--- config.mk ---
export PLATFORM = sky130hd
export DESIGN_NAME = tlb_op_sequencer
export DESIGN_NICKNAME = d
export VERILOG_FILES = /design/src/rtl/tlb_op_sequencer_pkg.sv /design/src/rtl/tlb_op_sequencer_random_ctr.sv /design/src/rtl/tlb_op_sequencer.sv
export SDC_FILE = /design/constraint.sdc
export NUM_CORES = 1
export LEC_CHECK = 0
export CORE_AREA = 3 3 177 179
export DETAILED_ROUTE_END_ITERATION = 10
export DIE_AREA = 0 0 180 182
export RECOVER_POWER = 50
export SETUP_SLACK_MARGIN = 0.3
export SYNTH_ARGS = -nofsm -noshare
export SYNTH_HDL_FRONTEND = slang
export SYNTH_SLANG_ARGS = --single-unit
--- constraint.sdc ---
create_clock -name clk -period 2.9 [get_ports clk]
set_clock_uncertainty 0.05 [all_clocks]
set_input_delay 0.725 -clock clk [delete_from_list [all_inputs] [get_ports clk]]
set_output_delay 0.725 -clock clk [all_outputs]
set_load 0.05 [all_outputs]
--- src/rtl/tlb_op_sequencer_pkg.sv ---
// Shared TLB types for the CP0 TLB-op sequencer: op codes, index/entry
// layouts and small helpers used by the sequencer and its Random counter.
package tlb_op_sequencer_pkg;

  localparam int TLB_NUM        = 32;
  localparam int TLB_INDEX_BITS = $clog2(TLB_NUM);

  typedef enum logic [1:0] {
    TLBP  = 2'd0,
    TLBR  = 2'd1,
    TLBWI = 2'd2,
    TLBWR = 2'd3
  } tlb_op_t;

  typedef enum logic [1:0] {
    ST_IDLE = 2'd0,
    ST_EXEC = 2'd1,
    ST_DONE = 2'd2
  } seq_state_t;

  // p=1 marks a probe miss, matching the CP0 Index.P bit.
  typedef struct packed {
    logic                      p;
    logic [TLB_INDEX_BITS-1:0] idx;
  } tlb_index_t;

  typedef struct packed {
    logic [18:0] vpn2;
    logic [7:0]  asid;
  } tlb_entryhi_t;

  typedef struct packed {
    logic [18:0] vpn2;
    logic [7:0]  asid;
    logic [11:0] pagemask;
    logic        g;
    logic [19:0] pfn0;
    logic [2:0]  c0;
    logic        d0;
    logic        v0;
    logic [19:0] pfn1;
    logic [2:0]  c1;
    logic        d1;
    logic        v1;
  } tlb_entry_t;

  function automatic logic is_write_op(input tlb_op_t op);
    return (op == TLBWI) || (op == TLBWR);
  endfunction

  // A miss leaves the index field undefined in the array, so it is forced to zero.
  function automatic tlb_index_t probe_result(input tlb_index_t raw);
    tlb_index_t r;
    if (raw.p) begin
      r.p   = 1'b1;
      r.idx = '0;
    end else begin
      r = raw;
    end
    return r;
  endfunction

endpackage

--- src/rtl/tlb_op_sequencer_random_ctr.sv ---
// CP0 Random register: free-running down-counter from TLB_NUM-1 to Wired,
// reloaded by any write to Wired.
module tlb_random_ctr #(
  parameter int TLB_NUM = 32
) (
  input  logic                       clk,
  input  logic                       rst,
  input  logic [$clog2(TLB_NUM)-1:0] wired,
  input  logic                       wired_we,
  output logic [$clog2(TLB_NUM)-1:0] random
);

  localparam int W = $clog2(TLB_NUM);
  localparam logic [W-1:0] RANDOM_MAX = W'(TLB_NUM - 1);

  logic [W-1:0] random_next;

  // Wired write wins; a Wired at or above the top entry pins Random there.
  always_comb begin
    random_next = random;
    if (wired_we) begin
      random_next = RANDOM_MAX;
    end else if (wired >= RANDOM_MAX) begin
      random_next = RANDOM_MAX;
    end else if (random == wired) begin
      random_next = RANDOM_MAX;
    end else begin
      random_next = random - {{(W-1){1'b0}}, 1'b1};
    end
  end

  always_ff @(posedge clk) begin
    if (rst) begin
      random <= RANDOM_MAX;
    end else begin
      random <= random_next;
    end
  end

endmodule

--- src/rtl/tlb_op_sequencer.sv ---
// Sequences TLBP/TLBR/TLBWI/TLBWR onto the shared TLB port as a fixed
// IDLE -> EXEC -> DONE handshake and returns probe/read results to CP0.
module tlb_op_sequencer
  import tlb_op_sequencer_pkg::*;
(
  input  logic                      clk,
  input  logic                      rst,
  input  logic                      op_valid,
  input  tlb_op_t                   op_type,
  output logic                      op_ready,
  output logic                      busy,
  output logic                      done,
  input  tlb_index_t                cp0_index,
  input  tlb_entryhi_t              cp0_entryhi,
  input  tlb_entry_t                cp0_entry,
  input  logic [TLB_INDEX_BITS-1:0] cp0_wired,
  input  logic                      wired_we,
  output logic [TLB_INDEX_BITS-1:0] random,
  output tlb_index_t                tlb_index,
  output logic                      tlb_we,
  output tlb_entry_t                tlb_wdata,
  input  tlb_entry_t                tlb_rdata,
  output tlb_entryhi_t              tlbp_entryhi,
  input  tlb_index_t                tlbp_index,
  output logic                      idx_we,
  output tlb_index_t                idx_wdata,
  output logic                      entry_we,
  output tlb_entry_t                entry_wdata
);

  seq_state_t   state;
  seq_state_t   state_next;
  tlb_op_t      op_q;
  tlb_index_t   index_q;
  tlb_entryhi_t entryhi_q;
  tlb_entry_t   entry_q;
  tlb_index_t   res_index;
  tlb_entry_t   res_entry;
  logic         accept;

  tlb_random_ctr #(
    .TLB_NUM (TLB_NUM)
  ) u_random (
    .clk      (clk),
    .rst      (rst),
    .wired    (cp0_wired),
    .wired_we (wired_we),
    .random   (random)
  );

  assign accept = (state == ST_IDLE) && op_valid;

  always_ff @(posedge clk) begin
    if (rst) begin
      state <= ST_IDLE;
    end else begin
      state <= state_next;
    end
  end

  always_comb begin
    state_next = state;
    case (state)
      ST_IDLE: begin
        if (op_valid) begin
          state_next = ST_EXEC;
        end else begin
          state_next = ST_IDLE;
        end
      end
      ST_EXEC: state_next = ST_DONE;
      ST_DONE: state_next = ST_IDLE;
      default: state_next = ST_IDLE;
    endcase
  end

  // Strobes are masked by rst so an op cut short by reset never touches the TLB or CP0.
  always_comb begin
    op_ready = 1'b0;
    busy     = 1'b0;
    done     = 1'b0;
    tlb_we   = 1'b0;
    idx_we   = 1'b0;
    entry_we = 1'b0;
    case (state)
      ST_IDLE: op_ready = 1'b1;
      ST_EXEC: begin
        busy   = 1'b1;
        tlb_we = is_write_op(op_q) && !rst;
      end
      ST_DONE: begin
        busy     = 1'b1;
        done     = !rst;
        idx_we   = (op_q == TLBP) && !rst;
        entry_we = (op_q == TLBR) && !rst;
      end
      default: begin
        op_ready = 1'b0;
      end
    endcase
  end

  // TLBWR captures Random as it stands in the accept cycle, before any Wired reload.
  always_ff @(posedge clk) begin
    if (rst) begin
      op_q      <= TLBP;
      index_q   <= '0;
      entryhi_q <= '0;
      entry_q   <= '0;
    end else if (accept) begin
      op_q      <= op_type;
      entryhi_q <= cp0_entryhi;
      entry_q   <= cp0_entry;
      if (op_type == TLBWR) begin
        index_q.p   <= 1'b0;
        index_q.idx <= random;
      end else begin
        index_q <= cp0_index;
      end
    end else begin
      op_q <= op_q;
    end
  end

  always_ff @(posedge clk) begin
    if (rst) begin
      res_index <= '0;
      res_entry <= '0;
    end else if (state == ST_EXEC) begin
      if (op_q == TLBP) begin
        res_index <= probe_result(tlbp_index);
      end else if (op_q == TLBR) begin
        res_entry <= tlb_rdata;
      end else begin
        res_index <= res_index;
      end
    end else begin
      res_index <= res_index;
    end
  end

  assign tlb_index    = index_q;
  assign tlb_wdata    = entry_q;
  assign tlbp_entryhi = entryhi_q;
  assign idx_wdata    = res_index;
  assign entry_wdata  = res_entry;

endmodule
**After elaboration in Yosys (flattened, before gate mapping)**

Cells that the tools add are included.

- Bitwise operators: 1
- Reductions and logical operators: 12
- Magnitude comparators: 1
- Multiplexer cells: 10
- Add/sub/neg operators: 1
- Equal/unequal tests: 7

Operator list:

| operator | number |
|---|---|
| 2-to-1 mux 6 bit | 2 |
| equality test 2 bit, second input constant | 4 |
| 2-to-1 mux 1 bit | 7 |
| equality test 5 bit | 1 |
| >= comparator 5 bit, second input constant | 1 |
| subtractor 5 x 1 -> 5 bit, second input constant | 1 |
| equality test 2 x 1 -> 1 bit, second input constant | 2 |
| logical AND 1 bit | 4 |
| zero test 2 bit | 2 |
| case mux 2 bit (2 select lines) | 1 |
| OR reduction 4 bit | 1 |
| AND reduction 3 bit | 1 |
| AND reduction 2 bit | 1 |
| OR reduction 2 bit | 1 |
| zero test 1 bit | 1 |
| logical OR 1 bit | 1 |
| NOT 1 bit | 1 |

- Input bits: 230
- Logic and storage cells: 65
- Output and inout bits: 230
- Flip-flop bits (word level): 228

**Longest topological paths before layout**

Gate-level depths: netlist of the first run.

- Depth after elaboration: 4
- Mapped depth: 8
- Depth with buffers taken out: 5

**By module**

A second synthesis of the first run with hierarchy kept.

- Cell total of the unflattened synthesis: 1,010
- Area total of the unflattened synthesis: 8,072.7 µm²

Modules (own cells, without submodules):

| module | area an instance (µm²) | instances | cells an instance | sequential area each (µm²) |
|---|---|---|---|---|
| tlb_op_sequencer | 7,786.2 | 1 | 983 | 4,464.3 |
| tlb_random_ctr | 286.5 | 1 | 27 | 100.1 |

**Least setup slack after synthesis of the first run**

Ideal clock, no wire load.

- Path kind: input-to-output
- From: in rst
- To: out idx_we
- Cell stages on the path: 3
- Setup slack: -748 ps
- Arrival: 2,873 ps
- Buffers on the path: 1
- Required time: 2,125 ps
- Cell sequence: buf_2 nor2b_1 nor3b_1

- Longest elaborated chain between the ends: 3

RTL lines:

| what | RTL line | RTL |
|---|---|---|
| from (decl) | tlb_op_sequencer.sv:7 | `input logic rst,` |
| zero test 1 bit | tlb_op_sequencer.sv:94 | `idx_we = (op_q == TLBP) && !rst;` |
| logical AND 1 bit | tlb_op_sequencer.sv:94 |  |
| 2-to-1 mux 1 bit | tlb_op_sequencer.sv:85 | `case (state)` |
| to (decl) | tlb_op_sequencer.sv:25 | `output logic idx_we,` |

No other way between the ends.

**Worst setup path after layout of the first run**

- From: in op_valid
- To: reg entry_q, in the netlist tlb_wdata[57]

- Longest elaborated chain between the ends: 1

RTL lines:

| what | RTL line | RTL |
|---|---|---|
| from (decl) | tlb_op_sequencer.sv:8 | `input logic op_valid,` |
| logical AND 1 bit | tlb_op_sequencer.sv:51 | `assign accept = (state == ST_IDLE) && op_valid;` |
| to (signal assigned) | tlb_op_sequencer.sv:113 | `entry_q <= cp0_entry;` |
| to (decl) | tlb_op_sequencer.sv:36 | `tlb_entry_t entry_q;` |

No other way between the ends.
A chain may end at the register's enable or synchronous reset.

==> out/metrics.cfg, run 1 <==
[placement]
place_inst = 1796
dp.final_hpwl_um = 21700
gp_congestion = 0.7722
port_buffers = 459

[route]
viasPerCell = 4.437
drc = 0
detail_route.wl_per_cell_um = 16.32
wl_um = 30130
ant_nets = 0
route.vias.total = 8190
firstDrtPassIters = 4
drtIter0Drc = 323

[logic_synthesis]
syn_nets = 1244
yosys_warnings = 0
ys_seq_elements = 228
avgSynthCellArea_um2 = 7.977
ys_types = 25
synth_cells = 1010
syn_area_um2 = 8056
seq_area_frac_synth_pct = 56.65

[sta]
worst_pin_slew_ps = 1282
tns_ps = 0
max_slew_margin_pct = 14.32
setup_viol = 0
post-route-period-util_pct = 86.92
min_period_ps = 2521
hold_violations = 0
rsz0062_at_grt = true
finalMaxSlewViolations = 0
max_freq_mhz = 396.7

[clock_network]
cts_buffers = 27
clkLatencyLatePin_ps = 510
cts_tree = built
root_buffer = clkbuf_16
clockBufferDepth = 3
post-cts-setup-buffers = 0
cts.sinks = 228
hold_buffers = 0
h-tree-depth = 1
clk_pin_slew_worst_paths_ps = 60

[finish]
final_cell_mix = clkdlybuf4s50_1, nand2_1, dfxtp_1
final_common_cell = clkdlybuf4s50_1
final_cells = 1846
nets = 1669
area_growth_pct = 70.91
final_core_util_pct = 46.33
nFillCells = 3001
regArea_um2 = 4564
drive_gt1_share_pct = 4.264
multi_input_area_um2 = 3128

[floorplan]
ios = 460
die_w_um = 180
num_rows = 63
core-area_um2 = 29720
start_util_pct = 27.11
die_height_um = 182
die_area_um2 = 32760

[worst_setup_path]
critPathLaunchType = input pin
path_cells = dlygate4sd3_1, nand2_1, clkbuf_2, nand2_1, a21oi_1
critPathCaptureType = flip-flop
required_ps = 3290
critical_path.slowest_cell = nand2_1
critPathMaxFanout = 30
slowest_delay_ps = 940
cpMostUsedCell = nand2_1
crit_type = in2reg
cp.arrival_ps = 2910

[global_routing]
grt_pass1_wl_um = 45730
globalRouteTotalUtil_pct = 17.07
grt_start_max_net_pins = 91
antenna_found_initial = 5
grt_overflow_total = 0
grt_pass1_vias = 7900

[status]
status = finished, final reports clean

[worst_hold_path]
hp-class = in2reg

[power_and_ir_drop]
p_leak_nw = 4.899
irDropWorstVdd_uv = 390.3
cellPowerDensity_nw_per_um2 = 580.7
power_w = 0.007996

[flow_run]
drv_cap = 0

[area by class of cell]
cell class	instances	share of cell area [%]
diodes	2	0.03635
clock buffers	40	5.697
clock inverters	8	0.5089
inverters	5	0.1363
multi-input cells	703	22.72
flip-flops and latches	228	33.15
well taps	390	3.544
repair buffers	470	34.21
[critical path: cells and delay by family]
| family | cells | cell delay (ps) |
|---|---|---|
| buf+inv | 2 | 990 |
| simple gates | 2 | 1030 |
| compound gates | 1 | 150 |
[cells in the mapped netlist (all sizes together)]
cell type | number | area share, %
xor2 | 1 | 0.11
ha | 4 | 0.62
nor3 | 1 | 0.062
and3b | 2 | 0.25
xnor2 | 7 | 0.76
inv | 5 | 0.23
nand2 | 433 | 20
nand4 | 1 | 0.078
and2 | 2 | 0.16
nor2b | 2 | 0.16
buf | 49 | 3.3
dfxtp | 228 | 57
or3b | 1 | 0.11
and3 | 1 | 0.078
o211ai | 5 | 0.47
a311oi | 6 | 0.73
nand3b | 6 | 0.56
nor2 | 6 | 0.28
a21oi | 216 | 13
nand3 | 6 | 0.37
nor3b | 3 | 0.28
clkbuf | 25 | 1.2
[registers in the layout, indices dropped and copies added, names as in the netlist]
signal / cells
tlb_index: 6
entry_wdata: 90
u_random.random: 5
tlb_wdata: 90
op_q: 2
state: 2
tlbp_entryhi: 27
idx_wdata: 6
[power breakdown]
part           internal [W]  switching [W]
registers           0.00326      0.0000689
logic              0.000582       0.000826
clock network       0.00195        0.00131
total               0.00579        0.00220
[routing by layer]
layer / vias up / routed length, µm / share of wire, % / global-route usage [%]
li1: 4113 / - / - / -
met1: 3692 / 12090 / 40 / 19.49
met2: 334 / 14220 / 47 / 29.63
met3: 45 / 3035 / 10 / 7.332
met4: 6 / 745 / 2.5 / 4.022
met5: - / 34 / 0.11 / 0
[worst paths after layout]
check               startpoint              end  slack, ps  depth (start not counted)
setup / recovery      op_valid    tlb_wdata[57]        380                          5
setup reg to reg      state[1]  entry_wdata[25]        480                          6
hold reg to reg   idx_wdata[3]     idx_wdata[3]        400                          2
hold / removal             rst         state[0]        380                          2
[cell families after synthesis]
group / count (synthesis) / share of synthesized area [%]
and+or+nand+nor: 464 / 22.55
DFF: 228 / 56.65
AOI/OAI and AO/OA: 227 / 14.61
buffers and inverters: 79 / 4.690
xor gates and xnor gates: 8 / 0.8697
adders and majority gates: 4 / 0.6212
[per-stage QoR]
stage / area [µm²] / setup slack, ps / hold slack (ps)
floorplan: 8075 / 367.4 / 466.6
global placement: 12960 / 664.5 / 387.9
detailed placement: 12960 / 623.0 / 393.7
CTS: 13800 / 312.0 / 349.0
global route: 13770 / 190.9 / 358.5
finish: 13770 / 379.4 / 384.3
[timing repair]
| action | 4_1_cts | 5_1_grt |
|---|---|---|
| gates resized for setup | 7 | 2 |
| cloned | 0 | 0 |
| setup endpoints to repair | 7 | 2 |
| endpoints found under the hold margin | 0 | 0 |
Note: power is estimated with default switching activity, not from simulation.
==> run 2, diff against run 1 <==
--- a/config.mk
+++ b/config.mk
@@ -8,6 +8,7 @@
 export CORE_AREA = 3 3 177 179
 export DETAILED_ROUTE_END_ITERATION = 10
 export DIE_AREA = 0 0 180 182
+export HOLD_SLACK_MARGIN = 0.06
 export RECOVER_POWER = 50
 export SETUP_SLACK_MARGIN = 0.3
 export SYNTH_ARGS = -nofsm -noshare
==> results of run 2 <==
No change in the layout: final DEF, timing and power equal those of run 1.
